File: src/rtl/fetch_sequencer.sv
// ---------------------------------------------------------------------------
// fetch_sequencer
//
// Fetch-stage controller for the pipelined MIPS core. It decides each cycle
// whether the PC loads and from which source, whether IF/ID holds, loads or
// takes a bubble, and whether ID/EX takes a bubble. It detects load-use
// hazards, applies taken-branch/jump redirects, runs the req/ack handshake
// with the instruction memory (with a timeout), and handles halt/resume.
//
// Ports
//   CLK, RST        clock (rising edge), synchronous active-high reset
//   ID_RS, ID_RT    source registers of the instruction in ID
//   EX_MEMREAD      instruction in EX is a load
//   EX_RT           destination register of the instruction in EX
//   BRANCH_TAKEN    branch in ID resolved taken
//   JUMP            jump in ID
//   IMEM_ACK        instruction word valid this cycle
//   HALT_IN         halt request (syscall/break)
//   RESUME          leave HALTED (ignored while ERR is set)
//   PC_EN           PC register load enable
//   PC_SEL          next-PC select: 0=PC+1, 1=branch target, 2=jump target
//   IFID_EN         IF/ID load enable
//   IFID_FLUSH      IF/ID loads a bubble
//   IDEX_FLUSH      ID/EX loads a bubble
//   IMEM_REQ        fetch request to instruction memory
//   STATE           current state: 0=RUN, 1=IWAIT, 2=HALTED
//   STALL_CNT       saturating count of cycles the PC did not advance
//   ERR             instruction-memory timeout, sticky until RST
// ---------------------------------------------------------------------------
module fetch_sequencer #(
  parameter int RW      = 5,
  parameter int CW      = 16,
  parameter int TIMEOUT = 64
) (
  input  logic          CLK,
  input  logic          RST,
  input  logic [RW-1:0] ID_RS,
  input  logic [RW-1:0] ID_RT,
  input  logic          EX_MEMREAD,
  input  logic [RW-1:0] EX_RT,
  input  logic          BRANCH_TAKEN,
  input  logic          JUMP,
  input  logic          IMEM_ACK,
  input  logic          HALT_IN,
  input  logic          RESUME,
  output logic          PC_EN,
  output logic [1:0]    PC_SEL,
  output logic          IFID_EN,
  output logic          IFID_FLUSH,
  output logic          IDEX_FLUSH,
  output logic          IMEM_REQ,
  output logic [2:0]    STATE,
  output logic [CW-1:0] STALL_CNT,
  output logic          ERR
);

  typedef enum logic [2:0] {
    RUN    = 3'd0,
    IWAIT  = 3'd1,
    HALTED = 3'd2
  } state_t;

  // The wait counter only ever needs to reach TIMEOUT-1.
  localparam int            WW        = $clog2(TIMEOUT);
  localparam logic [WW-1:0] WAIT_LAST = WW'(TIMEOUT - 1);

  localparam logic [1:0] SEL_SEQ    = 2'd0;
  localparam logic [1:0] SEL_BRANCH = 2'd1;
  localparam logic [1:0] SEL_JUMP   = 2'd2;

  state_t        state;
  state_t        state_nxt;
  logic [WW-1:0] wait_cnt;
  logic [WW-1:0] wait_nxt;
  logic          err_set;

  logic          load_use;
  logic          redir;
  logic [1:0]    redir_sel;

  // Register $0 is hardwired to zero, so a load "into" it never creates a
  // dependency. A match on rs and rt together is still a single stall.
  assign load_use  = EX_MEMREAD && (EX_RT != '0) &&
                     ((EX_RT == ID_RS) || (EX_RT == ID_RT));
  assign redir     = BRANCH_TAKEN || JUMP;
  // Branch wins over jump when both are asserted.
  assign redir_sel = BRANCH_TAKEN ? SEL_BRANCH : SEL_JUMP;

  assign STATE = state;

  // NOTE: every signal written here gets a default first, so no path through
  // the case statement can leave one unassigned and infer a latch.
  always_comb begin
    PC_EN      = 1'b0;
    PC_SEL     = SEL_SEQ;
    IFID_EN    = 1'b1;
    IFID_FLUSH = 1'b0;
    IDEX_FLUSH = 1'b0;
    IMEM_REQ   = 1'b1;
    state_nxt  = state;
    wait_nxt   = wait_cnt;
    err_set    = 1'b0;

    case (state)
      RUN: begin
        if (HALT_IN) begin
          IFID_FLUSH = 1'b1;
          state_nxt  = HALTED;
        end else if (load_use) begin
          // Hold PC and IF/ID, bubble into EX; a pending redirect is simply
          // seen again next cycle once the hazard has cleared.
          IFID_EN    = 1'b0;
          IDEX_FLUSH = 1'b1;
        end else if (redir) begin
          PC_EN      = 1'b1;
          PC_SEL     = redir_sel;
          IFID_FLUSH = 1'b1;
        end else if (!IMEM_ACK) begin
          IFID_FLUSH = 1'b1;
          wait_nxt   = WW'(1);
          state_nxt  = IWAIT;
        end else begin
          PC_EN = 1'b1;
        end
      end

      IWAIT: begin
        if (HALT_IN) begin
          IFID_FLUSH = 1'b1;
          state_nxt  = HALTED;
        end else if (load_use) begin
          IFID_EN    = 1'b0;
          IDEX_FLUSH = 1'b1;
          // Keep counting the wait, but never step past the deadline so the
          // timeout still fires once the hazard clears.
          if (wait_cnt != WAIT_LAST) begin
            wait_nxt = wait_cnt + WW'(1);
          end
        end else if (redir) begin
          // The outstanding fetch is abandoned in favour of the target.
          PC_EN      = 1'b1;
          PC_SEL     = redir_sel;
          IFID_FLUSH = 1'b1;
          state_nxt  = RUN;
        end else if (IMEM_ACK) begin
          PC_EN     = 1'b1;
          state_nxt = RUN;
        end else if (wait_cnt == WAIT_LAST) begin
          err_set   = 1'b1;
          state_nxt = HALTED;
        end else begin
          IFID_FLUSH = 1'b1;
          wait_nxt   = wait_cnt + WW'(1);
        end
      end

      HALTED: begin
        IMEM_REQ = 1'b0;
        IFID_EN  = 1'b0;
        // A timeout can only be cleared by reset.
        if (RESUME && !ERR) begin
          state_nxt = RUN;
        end
      end

      default: begin
        state_nxt = RUN;
      end
    endcase
  end

  // NOTE: sequential state uses non-blocking assignments so every register
  // samples pre-edge values, independent of statement order.
  always_ff @(posedge CLK) begin
    if (RST) begin
      state     <= RUN;
      wait_cnt  <= '0;
      STALL_CNT <= '0;
      ERR       <= 1'b0;
    end else begin
      state    <= state_nxt;
      wait_cnt <= wait_nxt;
      if (err_set) begin
        ERR <= 1'b1;
      end
      // Cycles spent halted are deliberate, not stalls.
      if (!PC_EN && (state != HALTED) && (STALL_CNT != '1)) begin
        STALL_CNT <= STALL_CNT + CW'(1);
      end
    end
  end

endmodule

File: config.mk
export PLATFORM = sky130hd
export DESIGN_NAME = fetch_sequencer
export DESIGN_NICKNAME = d
export VERILOG_FILES = /design/src/rtl/fetch_sequencer.sv
export SDC_FILE = /design/constraint.sdc
export NUM_CORES = 1
export LEC_CHECK = 0
export ABC_CLOCK_PERIOD_IN_PS = 3900
export CAP_MARGIN = 20
export CORE_MARGIN = 10
export CORE_UTILIZATION = 40
export CTS_CLUSTER_SIZE = 16
export DETAILED_ROUTE_END_ITERATION = 10
export PLACE_DENSITY = 0.69
export SLEW_MARGIN = 20
export SYNTH_ARGS = -nofsm -noshare
export SYNTH_HDL_FRONTEND = slang
export SYNTH_SLANG_ARGS = --single-unit
File: constraint.sdc
create_clock -name CLK -period 3.9 [get_ports CLK]
set_input_delay 0.78 -clock CLK [delete_from_list [all_inputs] [get_ports CLK]]
set_output_delay 0.78 -clock CLK [all_outputs]
set_load 0.02 [all_outputs]
==> out/metrics.cfg <==
[power]
peakVddDrop_uv = 159.2
power_density_nw_per_um2 = 242.0
p_leak_uw = 0.0007509

[timing]
maxSlewHeadroom_pct = 33.29
slew_viol_final = 0
worstMarginPinSlew_ns = 1.001
period_minus_slack_ns = 3.780
skew_ns = 0.002182
finalHoldViolCount = 0
setup_viol = 0
period_share_pct = 96.93
fmax_mhz = 264.5
setup_tns_ns = 0
rsz0062_at_grt = no

[worst_setup_path]
cpMostUsedCell = clkdlybuf4s50_1
cp.required_ns = 3.12
worstRegToRegCells = 6
slowest_stage = clkdlybuf4s50_1
cp.arrival_ns = 3.00
worst-path-buf-inv = 3
r2r_slack_ns = 1.29
r2r-end = STALL_CNT[2]$_SDFFE_PP0P_
reg2reg_from = STALL_CNT[0]$_SDFFE_PP0P_
worstPathCellList = clkdlybuf4s50_1 > or4_1 > o21ai_2 > inv_2 > nand2_1 > and4b_1 > clkdlybuf4s50_1
slowest_delay_ns = 0.60
path_class = in -> out
cp_top_family = buffers and inverters
cp_max_fo = 5
cp-end-kind = output pin
critPathLaunchType = input port

[drt]
routed_wl_mm = 4.629
drt-pass1-iter-count = 4
viasPerCell = 5.703
drc = 0
vias = 1711
wl_per_cell_um = 15.43
antenna_left = 0
drt_iter0_drc = 114

[cts]
clock_latency_ns = 0.26
cts_resized = 0
htreeDepth = 1
cts_tree = done
clkSinkCount = 25
clockRootBuffer = clkbuf_8
clkTransAtPathRegs_ns = 0.09
cts_hold_buf = 0
cts_buffers = 3
clock_path_buffers = 2
post_cts_buffers = 0

[final_layout]
antenna-diode-count = 0
utilization_pct = 53.21
area_growth_pct = 30.34
nets = 274
layout-drive-gt1-share_pct = 15.32

[floorplanning]
die_area_um2 = 7430
start_util_pct = 40.82
num_rows = 24
die_h_um = 86.20
fp.dieW_um = 86.20
core_area_um2 = 4294
ioPinCount = 50

[logic_synthesis]
syn_area_per_cell_um2 = 8.551
ys_seq_area_share_pct = 28.55
synth_edf_count = 0
synth_most_common_cell = dfxtp_1
synth_top_area_share_pct = 28.55
synth_fp_nets = 230
async_reset_ff_share_pct = 0
synth_common_cells = dfxtp_1, nand3_1, nand2_1
syn_inst = 205
synth_area_leader_cell = dfxtp_1
synth-seq-cells = 25
synth_ff_type = dfxtp_1
synth.area.top_cells = dfxtp_1, xnor2_1, a21oi_2
syn-cell-area_um2 = 1753
synth_cell_types = 60
ys.warnings.count = 0

[worst_hold_path]
hold_path_end = STALL_CNT[13]$_SDFFE_PP0P_
hold_class = reg -> reg
min_path_cells = 2
min_from = STALL_CNT[13]$_SDFFE_PP0P_

[global_route]
grt_max_degree = 31
grt_pass1_wl_mm = 7.831
first_global_vias = 1600
gr-total-overflow = 0
grt.total_usage_pct = 12.22
antenna_found_initial = 0

[place]
dpl.hpwl_mm = 3.549
io_buffers = 48
gp_congestion = 0.7860

[run]
drv_cap = 0

[run_status]
status = completed

## worst max path at each step
stage	start	endpoint	slack, ns	depth (start not counted)
after global placement	EX_RT[1]	PC_SEL[1]	0.13	7
final	EX_RT[1]	PC_SEL[1]	0.12	7
after CTS	EX_RT[1]	PC_SEL[1]	0.11	7
after floorplan	EX_RT[1]	IFID_EN	0.88	7
after global routing	EX_RT[2]	PC_SEL[1]	0.02	7
after detailed placement	EX_RT[1]	PC_SEL[1]	0.12	7
## placed cells by master (no fill, tap or decap), types with 2 or more instances in the layout
master            n
clkdlybuf4s50_1  48
a21oi_1          11
ha_1              2
nor4_1            3
o21ai_2           2
xnor2_1          10
buf_4             5
nand3_1          15
o21ai_0           3
dfxtp_1          25
o31ai_1           4
o31ai_2           6
o31a_1            2
nand2_1          13
inv_1             4
and2_1            3
nor3_1            4
a221o_1           3
clkbuf_8          3
or4_1            10
o21a_1            2
a211oi_1          3
nand4_1           2
nor2_1            7
nor3b_1           3
and3_1            7
or3_1             2
nor2b_1           6
nand2b_1          2
a21oi_2           9
## through the flow
stage	worst slack (ns)	cell area, um^2	std cells	power [uW]	hold WS [ns]
after floorplan	0.8835	1753	205	354.7	0.4641
after global placement	0.1274	2240	296	403.7	0.4769
after detailed placement	0.1162	2240	296	404.2	0.4857
after CTS	0.1124	2285	300	558.4	0.4989
after global routing	0.01543	2285	300	584.2	0.5429
final	0.1195	2285	300	552.9	0.4968
## routing by layer
layer / GRT usage (%) / vias up / routed length [um]
met4: 2.946 / 0 / 29
met1: 16.37 / 798 / 2285
met2: 19.54 / 45 / 2068
met3: 2.533 / 2 / 245
met5: 0 / - / 0
li1: - / 866 / -
## power breakdown
group	internal, uW	switching [uW]
clock	73.0	81.5
sequential	259	6.69
combinational	62.1	70.3
## worst min-delay path: stages, from the launching register on
cell and delay (ns):
dfxtp_1 0.34, o31ai_2 0.07, a21oi_2 0.05
## final cells by class
cell class / instances / area, um^2
tap: 52 / 65.06
clock buffer: 4 / 45.04
multi-input combinational: 160 / 1129
timing repair buffer: 53 / 518.0
inverter: 6 / 27.53
sequential: 25 / 500.5
fill: 432 / 2009
## flip-flops by register name (all words and copies together), names as in the netlist
signal     cells
ERR            1
STATE          2
STALL_CNT     16
wait_cnt       6
## logic make-up (layout without fill, tap and decap cells)
group | after synthesis | in the layout | synth area share, %
simple gates | 87 | 87 | 29.12
xor+xnor | 10 | 10 | 4.996
fa+ha+maj | 2 | 2 | 1.427
buf+inv | 20 | 63 | 7.066
mux | 2 | 2 | 1.213
flops | 25 | 25 | 28.55
other cells | 1 | 1 | 0.2139
compound gates | 58 | 58 | 27.41
(Power assumes the default switching activity.)
